`config.mk`:
```
export PLATFORM = sky130hd
export DESIGN_NAME = rv_soc_apb_initiator
export DESIGN_NICKNAME = d
export VERILOG_FILES = /design/src/rtl/rv_soc_apb_pkg.sv /design/src/rtl/rv_soc_apb_initiator.sv
export SDC_FILE = /design/constraint.sdc
export NUM_CORES = 1
export LEC_CHECK = 0
export ABC_AREA = 1
export CAP_MARGIN = 15
export CORE_ASPECT_RATIO = 0.9
export CORE_UTILIZATION = 40
export CTS_BUF_LIST = sky130_fd_sc_hd__clkbuf_8
export CTS_CLUSTER_DIAMETER = 200
export CTS_CLUSTER_SIZE = 25
export DETAILED_ROUTE_END_ITERATION = 7
export PLACE_DENSITY_LB_ADDON = 0.1
export REMOVE_ABC_BUFFERS = 1
export SKIP_CTS_REPAIR_TIMING = 1
export SYNTH_ARGS = -nofsm -noshare
export SYNTH_HDL_FRONTEND = slang
export SYNTH_SLANG_ARGS = --single-unit
```
`constraint.sdc`:
```
create_clock -name PCLK -period 1.7 [get_ports PCLK]
set_clock_uncertainty 0.1 [all_clocks]
set_input_delay 0.425 -clock PCLK [delete_from_list [all_inputs] [get_ports PCLK]]
set_output_delay 0.425 -clock PCLK [all_outputs]
set_load 0.01 [all_outputs]
```
`src/rtl/rv_soc_apb_pkg.sv`:
```
// rtl/rv_soc_apb_pkg.sv - shared APB initiator types and PPROT bit constants
package rv_soc_apb_pkg;

    // Transfer phases of the APB initiator FSM.
    typedef enum logic [1:0] {
        IDLE   = 2'd0,
        SETUP  = 2'd1,
        ACCESS = 2'd2
    } apb_state_t;

    // PPROT bit positions, usable as masks when building cmd_prot.
    localparam logic [2:0] PPROT_PRIVILEGED  = 3'b001;
    localparam logic [2:0] PPROT_NONSECURE   = 3'b010;
    localparam logic [2:0] PPROT_INSTRUCTION = 3'b100;

endpackage

```
`src/rtl/rv_soc_apb_initiator.sv`:
```
// rtl/rv_soc_apb_initiator.sv - single-outstanding APB initiator with optional wait timeout
//
// Ports:
//   PCLK, PRESET             clock and synchronous active-high reset
//   cmd_valid/cmd_ready      command handshake; cmd_addr, cmd_write, cmd_wdata,
//                            cmd_strb, cmd_prot carry the transfer request
//   rsp_valid/rsp_ready      response handshake; rsp_rdata, rsp_err, rsp_timeout
//   PSEL, PENABLE, PWRITE, PPROT, PADDR, PWDATA, PSTRB   registered APB requester outputs
//   PRDATA, PREADY, PSLVERR  APB completer inputs
module rv_soc_apb_initiator
    import rv_soc_apb_pkg::*;
#(
    parameter int PADDR_SIZE = 8,
    parameter int PDATA_SIZE = 32,
    parameter int TIMEOUT    = 0
) (
    input  logic                    PCLK,
    input  logic                    PRESET,

    input  logic                    cmd_valid,
    output logic                    cmd_ready,
    input  logic [PADDR_SIZE-1:0]   cmd_addr,
    input  logic                    cmd_write,
    input  logic [PDATA_SIZE-1:0]   cmd_wdata,
    input  logic [PDATA_SIZE/8-1:0] cmd_strb,
    input  logic [2:0]              cmd_prot,

    output logic                    rsp_valid,
    input  logic                    rsp_ready,
    output logic [PDATA_SIZE-1:0]   rsp_rdata,
    output logic                    rsp_err,
    output logic                    rsp_timeout,

    output logic                    PSEL,
    output logic                    PENABLE,
    output logic                    PWRITE,
    output logic [2:0]              PPROT,
    output logic [PADDR_SIZE-1:0]   PADDR,
    output logic [PDATA_SIZE-1:0]   PWDATA,
    output logic [PDATA_SIZE/8-1:0] PSTRB,
    input  logic [PDATA_SIZE-1:0]   PRDATA,
    input  logic                    PREADY,
    input  logic                    PSLVERR
);

    // A zero-width counter is illegal, so TIMEOUT=0 keeps a 1-bit counter that never moves.
    localparam int CW = (TIMEOUT > 0) ? $clog2(TIMEOUT + 1) : 1;
    localparam logic [CW-1:0] TIMEOUT_CNT = CW'(TIMEOUT);

    apb_state_t    state;
    logic [CW-1:0] wait_cnt;

    // Only one transfer in flight: a new command waits until the previous response drained.
    assign cmd_ready = !PRESET && (state == IDLE) && !rsp_valid;

    always_ff @(posedge PCLK) begin
        if (PRESET) begin
            state       <= IDLE;
            PSEL        <= 1'b0;
            PENABLE     <= 1'b0;
            PWRITE      <= 1'b0;
            PPROT       <= '0;
            PADDR       <= '0;
            PWDATA      <= '0;
            PSTRB       <= '0;
            rsp_valid   <= 1'b0;
            rsp_rdata   <= '0;
            rsp_err     <= 1'b0;
            rsp_timeout <= 1'b0;
            wait_cnt    <= '0;
        end else begin
            if (rsp_valid && rsp_ready) begin
                rsp_valid <= 1'b0;
            end

            case (state)
                IDLE: begin
                    if (cmd_valid && cmd_ready) begin
                        state    <= SETUP;
                        PSEL     <= 1'b1;
                        PENABLE  <= 1'b0;
                        PADDR    <= cmd_addr;
                        PWRITE   <= cmd_write;
                        PPROT    <= cmd_prot;
                        PWDATA   <= cmd_wdata;
                        // Reads drive no byte lanes.
                        PSTRB    <= cmd_write ? cmd_strb : '0;
                        wait_cnt <= '0;
                    end
                end

                SETUP: begin
                    state   <= ACCESS;
                    PENABLE <= 1'b1;
                end

                ACCESS: begin
                    // PREADY wins over the timeout when both land in the same cycle.
                    if (PREADY) begin
                        state       <= IDLE;
                        PSEL        <= 1'b0;
                        PENABLE     <= 1'b0;
                        rsp_valid   <= 1'b1;
                        rsp_err     <= PSLVERR;
                        rsp_timeout <= 1'b0;
                        rsp_rdata   <= PWRITE ? '0 : PRDATA;
                    end else if (TIMEOUT > 0) begin
                        if (wait_cnt == TIMEOUT_CNT) begin
                            state       <= IDLE;
                            PSEL        <= 1'b0;
                            PENABLE     <= 1'b0;
                            rsp_valid   <= 1'b1;
                            rsp_err     <= 1'b1;
                            rsp_timeout <= 1'b1;
                            rsp_rdata   <= '0;
                        end else begin
                            wait_cnt <= wait_cnt + CW'(1);
                        end
                    end
                end

                default: begin
                    state   <= IDLE;
                    PSEL    <= 1'b0;
                    PENABLE <= 1'b0;
                end
            endcase
        end
    end

endmodule

```
==> impl_results.md <==
* Status: completed
* Yosys reg bits at 86
* Core box area at 0.00769 mm2
* Iter 0 DRT Violations at 76
* First-pass GRT wire length at 14100 um
* Maximum Capacitance Violations at 0
* Share of cells above drive strength 1 at 9.72%
* Die W at 96.8 um
* Num rows at 30
* GRT overflow at 0
* VDD IR-drop max at 610 uV
* DRT Pass-1 Iters at 4
* Cell Count, Final, Fillers Out at 662
* Slew Viols, Final at 0
* Num CTS Buffers at 9
* Area growth, synth to finish at 68.0%
* Worst-Margin Slew at 922 ps
* Worst EP arrival at 1090 ps
* Minimum clock period at 1620 ps
* Largest net degree at the start of global routing at 83
* Final #Nets at 647
* CTS tree: built
* Finish-stage setup viols at 0
* Seq/Total Area, Yosys at 53.3%
* CTS sink cnt at 86
* Cell Pwr Density at 757 mW/mm2
* R2R Path Start: state[1]
* Antenna-violating nets left at 0
* Final GP Congestion at 0.798
* Hold Vio Cnt, Final at 0
* Vias in the first global route at 2925
* Max Clk Rate at 619 MHz
* Slew headroom at 38.5%
* WHS at 347 ps
* Min-Delay Endpoint: rsp_err
* # IOs at 172
* Mapped Cells at 396
* CTS root buf: clkbuf_8
* Clock transition at the registers of the reported paths at 80 ps
* R2R depth at 7
* Netlist cell types at 20
* Antenna violations before repair at 0
* CP max FO at 2
* Initial core utilization at 42.0%
* Type of origin of the critical path: flip-flop
* Final Cycle Share at 95.1%
* Crit Path Category: flip-flop to primary output
* Via count at 3137
* HP Start: rsp_err
* Htree depth at 3
* Final Power at 4.11 mW
* # fillers at 630
* Placed Instances at 646
* Total track usage at 20.8%
* Area of the die at 0.00844 mm2
* Worst R2R Setup Slack at 280 ps
* CP Data Required Time at 1170 ps
* Hold/Removal Path Class: flip-flop to flip-flop
* ANT cells at 0
* DRT Wirelength at 8720 um
* Ys Warns at 0
* Port-buffer cells at 170
* WL per Instance at 13.2 um
* CP endpoint kind: primary output
* Syn Std Cell Area at 0.00323 mm2
* Post-detail-place hpwl at 5960 um
* Post-route DRC at 0
* Leakage power at 3.36 nW
* Reg-to-Reg End: PWDATA[6]
* Die Ht at 87.3 um
* Hold Crit Depth at 2
* Post-synthesis area per instance at 8.16 um2
* Clock Tree Buf Depth at 2
* Via density at 4.74
* Clock latency on the worst-skew pair at 340 ps
* RSZ-0062 raised after global routing: no
cells by family after synthesis:
| group | Yosys count | share of synthesized area [%] |
|---|---|---|
| AOI/OAI and AO/OA | 85 | 14.3 |
| buffers and inverters | 44 | 6.39 |
| DFF | 86 | 53.3 |
| other | 1 | 0.116 |
| and+or+nand+nor | 180 | 25.9 |
cells in the mapped netlist:
library cell	number	area, um2
a21oi_2	10	87.6
o21ai_0	2	10.0
a21oi_1	73	365
nand3b_1	32	240
inv_1	13	48.8
nor2_2	1	6.26
nor2_1	3	11.3
nand2_1	128	480
nor3_1	1	5.00
conb_1	1	3.75
inv_2	1	3.75
dfxtp_1	86	1720
nand3_1	3	15.0
clkbuf_1	17	63.8
nand2_2	10	62.6
buf_6	2	22.5
buf_2	6	30.0
buf_4	5	37.5
nand3_2	1	10.0
or2_2	1	6.26
state kept, by name, indices dropped and copies added, names as in the netlist:
name and flops:
PENABLE 1, rsp_rdata 32, PADDR 8, rsp_valid 1, PSEL 1, state 2, PWRITE 1, PPROT 3
rsp_err 1, PSTRB 4, PWDATA 32
where the power goes:
part           switching, mW  total [mW]  internal [mW]  leakage (nW)
sequential            0.0363        2.13           2.09         0.699
combinational          0.282       0.654          0.373          2.57
clock                  0.718        1.33          0.608        0.0890
critical path: stages, from the launching register on:
cell and delay [ps]:
dfxtp_1 320, inv_1 70, nand2_1 60, nor3_1 110, dlymetal6s2s_1 180
layout make-up:
class | count | area (um2) | share of cell area [%]
Clock buffer | 11 | 151 | 2.79
Inverter | 14 | 52.6 | 0.968
Multi-Input combinational cell | 266 | 1310 | 24.1
Clock inverter | 5 | 35.0 | 0.645
Tap cell | 96 | 120 | 2.21
Timing Repair Buffer | 184 | 2040 | 37.6
Sequential cell | 86 | 1720 | 31.7
cells in the final DEF, fill, tap and decap left out:
cell             synthesis  final
nand2_1                128    128
buf_4                    5     12
inv_1                   13     14
inv_2                    1      1
nand3_1                  3      2
nand3b_1                32     32
clkdlybuf4s50_1          0     84
buf_2                    6      1
o21ai_0                  2      2
nand3_2                  1      2
buf_12                   0      2
or2_2                    1      1
dlymetal6s2s_1           0     85
nor3_1                   1      1
dfxtp_1                 86     86
a21oi_2                 10     10
nor2_1                   3      3
nor2_2                   1      1
clkinvlp_4               0      3
a21oi_1                 73     73
clkbuf_8                 0     11
nand2_2                 10     10
clkinv_4                 0      1
conb_1                   1      1
layer usage:
metal,vias to the layer above,GRT usage (%),wire length [um]
met4,0,7.46,123
met3,11,9.79,768
met5,-,0,0
li1,1604,-,-
met2,117,33.0,4090
met1,1405,24.9,3730
worst max path at each step:
stage | startpoint | to | slack [ps] | cells after the start
2_1_floorplan | PRESET | PADDR[0] | -480 | 5
3_5_place_dp | PRESET | cmd_ready | -180 | 5
5_1_grt | rsp_valid | cmd_ready | 7 | 4
3_3_place_gp | PRESET | cmd_ready | -190 | 5
6_report | rsp_valid | cmd_ready | 80 | 4
4_1_cts | rsp_valid | cmd_ready | -340 | 4
through the flow:
| step | worst slack, ps | instance area (um2) | util, % | setup TNS [ps] |
|---|---|---|---|---|
| floorplan | -483 | 3080 | - | -36580 |
| global placement | -191 | 5030 | 65.4 | -1790 |
| detailed placement | -183 | 5030 | 65.4 | -3160 |
| CTS | -335 | 5220 | 67.8 | -6630 |
| global route | 7.18 | 5430 | 70.6 | 0 |
| finish | 83.8 | 5430 | 70.6 | 0 |
No activity file was read; power rests on OpenSTA's default activity.
